### src/rtl/neurex_ctrl_pkg.sv
// Shared control-path types and default widths for the neurex compute and read controllers.
package neurex_ctrl_pkg;

    localparam int DEF_DATA_WIDTH = 16;
    localparam int DEF_ADDR_WIDTH = 8;
    localparam int DEF_ARRAY_DIM  = 8;

    typedef enum logic [1:0] {
        IDLE  = 2'd0,
        READ  = 2'd1,
        DRAIN = 2'd2
    } rd_state_e;

endpackage

### src/rtl/input_rd_ctrl_skew_pipe.sv
// Diagonal skew pipeline: lane i delays its element and valid by i+1 register stages.
module skew_pipe
    import neurex_ctrl_pkg::*;
#(
    parameter int ARRAY_DIM  = DEF_ARRAY_DIM,
    parameter int DATA_WIDTH = DEF_DATA_WIDTH
) (
    input  logic                            clk,
    input  logic                            rst,
    input  logic                            in_valid,
    input  logic [ARRAY_DIM*DATA_WIDTH-1:0] in_data,
    output logic [ARRAY_DIM*DATA_WIDTH-1:0] out_data,
    output logic [ARRAY_DIM-1:0]            out_valid
);

    for (genvar i = 0; i < ARRAY_DIM; i++) begin : g_lane
        localparam int DEPTH = i + 1;

        logic [DATA_WIDTH-1:0]       lane_in;
        logic [DEPTH*DATA_WIDTH-1:0] d_sr;
        logic [DEPTH-1:0]            v_sr;

        // Zero the element on entry so invalid slots never carry stale SRAM data.
        assign lane_in = in_valid ? in_data[i*DATA_WIDTH +: DATA_WIDTH] : '0;

        if (DEPTH == 1) begin : g_one
            always_ff @(posedge clk) begin
                if (rst) begin
                    d_sr <= '0;
                    v_sr <= '0;
                end else begin
                    d_sr <= lane_in;
                    v_sr <= in_valid;
                end
            end
        end else begin : g_many
            always_ff @(posedge clk) begin
                if (rst) begin
                    d_sr <= '0;
                    v_sr <= '0;
                end else begin
                    d_sr <= {d_sr[(DEPTH-1)*DATA_WIDTH-1:0], lane_in};
                    v_sr <= {v_sr[DEPTH-2:0], in_valid};
                end
            end
        end

        assign out_data[i*DATA_WIDTH +: DATA_WIDTH] = d_sr[DEPTH*DATA_WIDTH-1 -: DATA_WIDTH];
        assign out_valid[i]                         = v_sr[DEPTH-1];
    end

endmodule

### src/rtl/input_rd_ctrl.sv
// Input-operand read controller: streams num_row SRAM rows into the systolic array with diagonal skew.
// Optional busy-cycle counter output perf_cycles when INPUT_RD_CTRL_PERF_EN is defined.
module input_rd_ctrl
    import neurex_ctrl_pkg::*;
#(
    parameter int DATA_WIDTH = DEF_DATA_WIDTH,
    parameter int ADDR_WIDTH = DEF_ADDR_WIDTH,
    parameter int ARRAY_DIM  = DEF_ARRAY_DIM
) (
    input  logic                            clk,
    input  logic                            rst,
    input  logic                            en,
    input  logic [DATA_WIDTH-1:0]           num_row_in,
    input  logic [ADDR_WIDTH-1:0]           base_addr,
    output logic                            mem_rd_en,
    output logic [ADDR_WIDTH-1:0]           mem_rd_addr,
    input  logic [ARRAY_DIM*DATA_WIDTH-1:0] mem_rd_data,
    output logic [ARRAY_DIM*DATA_WIDTH-1:0] sys_in_data,
    output logic [ARRAY_DIM-1:0]            sys_in_valid,
    output logic                            busy,
    output logic                            rd_done
`ifdef INPUT_RD_CTRL_PERF_EN
    ,
    output logic [31:0]                     perf_cycles
`endif
);

    localparam int                 DRAIN_W    = $clog2(ARRAY_DIM + 1);
    localparam logic [DRAIN_W-1:0] DRAIN_LAST = DRAIN_W'(ARRAY_DIM);

    rd_state_e                 state_q, state_d;
    logic [DATA_WIDTH-1:0]     rows_left_q;
    logic [ADDR_WIDTH-1:0]     addr_q;
    logic [DRAIN_W-1:0]        drain_cnt_q;
    logic                      pend_q;
    logic                      zero_done_q;
    logic                      rd_valid_q;
    logic                      drain_last;
    logic                      accept;
    logic                      start_run;
    logic                      reading;
    logic                      active;

    logic [ARRAY_DIM*DATA_WIDTH-1:0] skew_data;
    logic [ARRAY_DIM-1:0]            skew_valid;

    always_ff @(posedge clk) begin
        if (rst) state_q <= IDLE;
        else     state_q <= state_d;
    end

    // A start taken in DRAIN's final cycle is parked in pend_q and launched via one IDLE cycle.
    always_comb begin
        state_d    = state_q;
        drain_last = (state_q == DRAIN) && (drain_cnt_q == DRAIN_LAST);
        accept     = en && (((state_q == IDLE) && !pend_q) || drain_last);
        start_run  = accept && (num_row_in != '0);
        unique case (state_q)
            IDLE:    if (pend_q || start_run) state_d = READ;
            READ:    if (rows_left_q == DATA_WIDTH'(1)) state_d = DRAIN;
            DRAIN:   if (drain_last) state_d = IDLE;
            default: state_d = IDLE;
        endcase
    end

    always_ff @(posedge clk) begin
        if (rst) begin
            rows_left_q <= '0;
            addr_q      <= '0;
            drain_cnt_q <= '0;
            pend_q      <= 1'b0;
            zero_done_q <= 1'b0;
            rd_valid_q  <= 1'b0;
        end else begin
            zero_done_q <= accept && (num_row_in == '0);
            pend_q      <= drain_last && start_run;
            rd_valid_q  <= reading;
            drain_cnt_q <= (state_q == DRAIN) ? drain_cnt_q + 1'b1 : '0;
            if (start_run) begin
                rows_left_q <= num_row_in;
                addr_q      <= base_addr;
            end else if (state_q == READ) begin
                rows_left_q <= rows_left_q - 1'b1;
                addr_q      <= addr_q + 1'b1;
            end
        end
    end

    assign reading = (state_q == READ);
    assign active  = (state_q == READ) || (state_q == DRAIN);

    skew_pipe #(
        .ARRAY_DIM  (ARRAY_DIM),
        .DATA_WIDTH (DATA_WIDTH)
    ) u_skew_pipe (
        .clk       (clk),
        .rst       (rst),
        .in_valid  (rd_valid_q),
        .in_data   (mem_rd_data),
        .out_data  (skew_data),
        .out_valid (skew_valid)
    );

    // Outputs are forced low while rst is asserted, not just from the cycle after.
    assign mem_rd_en    = !rst && reading;
    assign mem_rd_addr  = mem_rd_en ? addr_q : '0;
    assign busy         = !rst && active;
    assign rd_done      = !rst && (drain_last || zero_done_q);
    assign sys_in_valid = rst ? '0 : skew_valid;
    assign sys_in_data  = rst ? '0 : skew_data;

`ifdef INPUT_RD_CTRL_PERF_EN
    logic [31:0] perf_q;

    always_ff @(posedge clk) begin
        if (rst || accept)                  perf_q <= '0;
        else if (active && (perf_q != '1)) perf_q <= perf_q + 1'b1;
    end

    assign perf_cycles = rst ? '0 : perf_q;
`endif

endmodule

### config.mk
export PLATFORM = sky130hd
export DESIGN_NAME = input_rd_ctrl
export DESIGN_NICKNAME = d
export VERILOG_FILES = /design/src/rtl/neurex_ctrl_pkg.sv /design/src/rtl/input_rd_ctrl_skew_pipe.sv /design/src/rtl/input_rd_ctrl.sv
export SDC_FILE = /design/constraint.sdc
export NUM_CORES = 1
export LEC_CHECK = 0
export ABC_AREA = 1
export ABC_CLOCK_PERIOD_IN_PS = 1600
export BUFFER_PORTS_ARGS = -buffer_cell sky130_fd_sc_hd__clkbuf_2
export CAP_MARGIN = 5
export CORE_UTILIZATION = 49
export DETAILED_ROUTE_END_ITERATION = 6
export GPL_TIMING_DRIVEN = 0
export PLACE_DENSITY = 0.78
export SETUP_SLACK_MARGIN = 0.3
export SLEW_MARGIN = 25
export SYNTH_ARGS = -nofsm -noshare
export SYNTH_HDL_FRONTEND = slang
export SYNTH_SLANG_ARGS = --single-unit
### constraint.sdc
create_clock -name clk -period 1.6 [get_ports clk]
set_input_delay 0.32 -clock clk [delete_from_list [all_inputs] [get_ports clk]]
set_output_delay 0.32 -clock clk [all_outputs]
set_load 0.05 [all_outputs]
; ---- Word level (Yosys, flattened, before mapping)
; Index checks and enable logic that the tools add are counted.
; Widths: inputs -> output; s select.
[op_classes]
add_sub_neg = 3
eq_ne = 7
muxes = 11
bitwise = 2
reduce_logical = 22
[op_table]
columns = cell, n
row1 = $mux 128, 1
row2 = $mux 16, 2
row3 = $mux 8, 4
row4 = $eq 16x1->1 const B, 1
row5 = $logic_not 16->1, 1
row6 = $reduce_bool 16->1, 1
row7 = $sub 16x1->16 const B, 1
row8 = $logic_and 1x1->1, 9
row9 = $add 8x1->8 const B, 1
row10 = $mux 2, 3
row11 = $pmux 2 s3, 1
row12 = $add 4x1->4 const B, 1
row13 = $eq 4x4->1 const B, 1
row14 = $logic_or 1x1->1, 4
row15 = $ne 2x1->1 const B, 2
row16 = $reduce_or 2->1, 2
row17 = $reduce_and 3->1, 1
row18 = $eq 2x1->1 const B, 1
row19 = $eq 2x2->1 const B, 1
row20 = $logic_not 1->1, 2
row21 = $logic_not 2->1, 1
row22 = $ne 2x2->1 const B, 1
row23 = $not 1->1, 2
row24 = $reduce_bool 2->1, 1
[totals]
regBits = 645
output_inout_bits = 147

; ---- Depth between registers and ports, before layout
[logic_depth]
depth_word = 8
mapped_depth = 12
depth_no_buf = 11

; ---- Hierarchy
; A second synthesis with hierarchy kept.
[hier_totals]
cells_unflattened = 2577
hier_area_um2 = 20609.8
[modules_own_cells]
columns = mod, instances, cells_each, area_per_inst_um2, seq_area_each_um2
row1 = skew_pipe, 1, 1931, 17355.4, 11691.2
row2 = input_rd_ctrl, 1, 646, 3254.4, 660.6

; ---- Worst setup path before layout
; Ideal clock, no wire load.
[synth_path]
kind = reg2out
from = register state_q[1]
to = output mem_rd_addr[0]
arrival_ns = 2.618
required_time_ns = 1.280
path_slack_ns = -1.338
path_stages_with_launch = 8
n_path_buf = 1
path_cell_list = dfxtp_1 -> inv_1 -> ha_1 -> buf_2 -> clkinv_1 -> nor2_1 -> inv_1 -> nor2_1
[synth_between]
elab_chain_cells = 3
[synth_rtl]
columns = item, line
row1 = from (decl), input_rd_ctrl.sv:31  ; rd_state_e state_q, state_d;
row2 = from (signal assigned), input_rd_ctrl.sv:49  ; else state_q <= state_d;
row3 = $eq 2x1->1, input_rd_ctrl.sv:89  ; assign reading = (state_q == READ);
row4 = named net reading, input_rd_ctrl.sv:41  ; logic reading;
row5 = $logic_and 1x1->1, input_rd_ctrl.sv:105  ; assign mem_rd_en = !rst && reading;
row6 = named net mem_rd_en, input_rd_ctrl.sv:15  ; output logic mem_rd_en,
row7 = $mux 8, input_rd_ctrl.sv:106  ; assign mem_rd_addr = mem_rd_en ? addr_q : '0;
row8 = to (decl), input_rd_ctrl.sv:16  ; output logic [ADDR_WIDTH-1:0] mem_rd_addr,
; The timed path passes the listed nets, and every way through them passes these cells.

; ---- Worst setup path after layout
[layout_path]
from = register state_q[1]
to = output mem_rd_addr[4]
[layout_between]
elab_chain_cells = 3
[layout_rtl]
columns = item, line
row1 = $eq 2x1->1, input_rd_ctrl.sv:89
row2 = named net reading, input_rd_ctrl.sv:41
row3 = $logic_and 1x1->1, input_rd_ctrl.sv:105
row4 = $mux 8, input_rd_ctrl.sv:106
; The timed path passes the listed nets, and every way through them passes these cells.

==> results.py <==
metrics = {
    "grt": {
        "grt_pass1_wl_um": 79700,
        "antenna_found_initial": 7,
        "grt_max_degree": 16,
        "grt_overflow": 0,
        "grt_pass1_vias": 16200,
        "grtUsageTotal": 0.247,
    },
    "min_path": {
        "hold_class": "input pin to flop",
        "holdPathStages": 3,
    },
    "sta": {
        "setup_viol": 39,
        "post-route-period-util": 1.40,
        "rsz0062_at_grt": "yes",
        "finalMaxSlewViolations": 0,
        "fmax_mhz": 446,
        "period_needed_ns": 2.24,
        "tightest_slew_ns": 0.725,
        "setup_tns_ns": -17.80,
        "finalClockSkew_ns": 0.0148,
        "hold_viol_final": 0,
        "hold_ws_ns": 0.0306,
        "setup_ws_ns": -0.642,
        "slew_headroom": 0.517,
    },
    "worst_setup_path": {
        "reg2reg_depth": 14,
        "crit_slowest_cell": "dfxtp_2",
        "critPathLaunchType": "flop",
        "path_class": "flop to primary output",
        "crit_path_frequent_cell": "nor2_4",
        "critPathCaptureType": "primary output",
        "required_ns": 1.28,
        "path_max_fanout": 3,
        "crit_buf_inv": 6,
        "slowest_delay_ns": 0.34,
        "cp_top_family": "buffers and inverters",
        "critPathArrivalTime_ns": 1.92,
        "crit_chain": "inv_4, ha_4, buf_12, clkinv_8, nor2_4, clkinvlp_4, buf_6, nor2_4, buf_8",
        "crit_cells": 9,
    },
    "cts": {
        "clockRootBuffer": "clkbuf_16",
        "cts_tree": "built",
        "cts.clk_slew.worst_paths_ns": 0.06,
        "clockBufferDepth": 3,
        "cts_inserted_buffers": 58,
        "ctsHtreeMaxLevel": 2,
        "cts.sinks": 617,
        "clock_latency_ns": 0.58,
    },
    "yosys": {
        "ys.flop_type": "dfxtp_1",
        "ys_types": 28,
        "netlist_area_um2": 19500,
        "syn-instance-count": 2447,
        "ys_top_cells_by_count": "791 x nor2_1, 762 x inv_1, 617 x dfxtp_1, 76 x nand2_1, 69 x clkbuf_1",
        "syn_nets": 2611,
        "yosysSeqAreaShare": 0.632,
        "async_flop_share": 0,
        "synth_top_area_frac": 0.632,
        "synth_most_common_cell": "nor2_1",
        "yosysWarnings": 0,
        "synth_top_cell_by_area": "dfxtp_1",
        "synth_area_leaders": "dfxtp_1 63%, nor2_1 15%, inv_1 15%, nand2_1 1.5%, clkbuf_1 1.3%",
        "synth-edff-count": 0,
        "avgSynthCellArea_um2": 7.99,
        "yosys_register_bits": 617,
    },
    "placement": {
        "routabilityCongestion": 0.895,
        "dp_hpwl_um": 28400,
        "io_buffer_count": 300,
        "place_inst": 3265,
    },
    "final_layout": {
        "stdcell_count": 3534,
        "multi_input_area_um2": 5310,
        "final_nets": 3127,
        "area_delta_synth_final_pct": 47.9,
        "layout-drive-gt1-share": 0.313,
        "seq_area_um2": 12500,
        "fillCellCount": 2479,
    },
    "power_and_ir_drop": {
        "vdd_drop_max_mv": 1.05,
        "combPwrFrac": 0.151,
        "power_frac_seq": 0.454,
        "p_per_area_nw_per_um2": 1240,
        "power_mw": 35.9,
        "p_sw_frac": 0.262,
        "p_sw_mw": 9.39,
        "clkPwrFrac": 0.395,
        "p_int_mw": 26.5,
        "p_leak_nw": 12.2,
    },
    "detailed_routing": {
        "routed_via_density": 4.40,
        "wl_per_cell_um": 14.7,
        "routed_wl_um": 52100,
        "ant_nets": 0,
        "first_pass_iters": 5,
        "drt_iter0_markers": 748,
        "drc_errors": 0,
        "vias": 15500,
    },
    "die": {
        "die_x_um": 202,
        "rows": 72,
        "pin_count": 302,
        "dieArea_um2": 40700,
        "die_y_um": 202,
        "initial_core_util": 0.501,
        "core_um2": 39000,
    },
    "outcome": {
        "outcome": "complete, but fails checks",
        "failed_checks": "setup timing",
    },
    "flow_run": {
        "maxCapViolations": 0,
    },
}
[cells by family after synthesis]
group / after synthesis / synth area share
flip-flops: 617 / 0.632
XOR/XNOR: 11 / 0.00493
AND/OR/NAND/NOR: 927 / 0.183
adder cells (fa/ha/maj): 9 / 0.00576
AO/OA/AOI/OAI: 28 / 0.00787
buffers and inverters: 855 / 0.166
[worst register-to-register path: stages, from the launching register on]
cell and delay (ns):
dfxtp_2 0.34, inv_4 0.06, buf_4 0.10, buf_6 0.10
ha_4 0.12, inv_1 0.04, or2_1 0.24, a21oi_2 0.21
nand2_4 0.12, buf_6 0.15, buf_16 0.13, nand3_1 0.07
nand2_1 0.09, o21ai_1 0.16, inv_1 0.05
[worst paths after layout]
kind,end,start,slack [ns]
min reg2reg,u_skew_pipe.g_lane[1].d_sr[25],u_skew_pipe.g_lane[1].d_sr[9],0.39
min,addr_q[4],base_addr[4],0.03
max,mem_rd_addr[4],state_q[1],-0.64
max reg2reg,addr_q[0],state_q[1],-0.48
[repair_timing]
item                                    in CTS  in global routing
gates resized for setup                    612                202
pin swaps                                  140                 27
setup buffers                               14                  9
cloned                                       2                  2
endpoints found under the setup margin     421                213
hold buffers                               129                  0
endpoints found under the hold margin      129                  0
[placed cells by master (no fill, tap or decap), types with 11 or more instances in the layout]
master           n
inv_2          136
nand3_1         32
clkbuf_16       88
clkbuf_2       158
clkbuf_8        11
dfxtp_1        479
clkbuf_1        58
nor2_4         148
nor2_1         634
nand2_1         69
inv_1          622
dlygate4sd3_1  129
buf_8          139
nor2_2          11
buf_4           14
dfxtp_2        138
[cell type report]
| cell class | count | area share |
|---|---|---|
| timing repair buffer | 456 | 0.162 |
| sequential | 617 | 0.433 |
| clock inverter | 27 | 0.0129 |
| tap | 518 | 0.0224 |
| buffer | 91 | 0.0287 |
| antenna | 8 | 0.000692 |
| inverter | 764 | 0.100 |
| multi-input combinational | 975 | 0.184 |
| clock buffer | 78 | 0.0559 |
[power by group through the flow]
stage	clock, mW	combinational [mW]	sequential [mW]
finish	14.2	5.42	16.3
global route	15.1	5.83	16.3
CTS	14.3	4.55	16.3
detailed placement	0	3.77	16.6
global placement	0	3.66	16.5
floorplan	0	2.85	16.5
[per-stage QoR]
step | util | area [um2] | setup WS, ns
2_1_floorplan | - | 21100 | -0.552
3_3_place_gp | 0.595 | 23200 | -0.832
3_5_place_dp | 0.595 | 23200 | -0.852
4_1_cts | 0.728 | 28400 | -0.647
5_1_grt | 0.741 | 28900 | -0.742
6_report | 0.741 | 28900 | -0.642
[metal layers]
metal / vias to the layer above / GRT usage / part of all wire
met2: 632 / 0.446 / 0.51
met3: 234 / 0.0437 / 0.056
met1: 6964 / 0.267 / 0.37
met5: - / 0 / 0
li1: 7714 / - / -
met4: 0 / 0.151 / 0.061
[registers in the layout (all words and copies together), names as in the netlist]
| name | count |
|---|---|
| rows_left_q | 16 |
| state_q | 2 |
| addr_q | 8 |
| u_skew_pipe.g_lane.d_sr | 576 |
| u_skew_pipe.g_lane.v_sr | 8 |
| drain_cnt_q | 4 |
| rd_valid_q | 1 |
| zero_done_q | 1 |
| pend_q | 1 |
No activity file was read; power rests on OpenSTA's default activity.
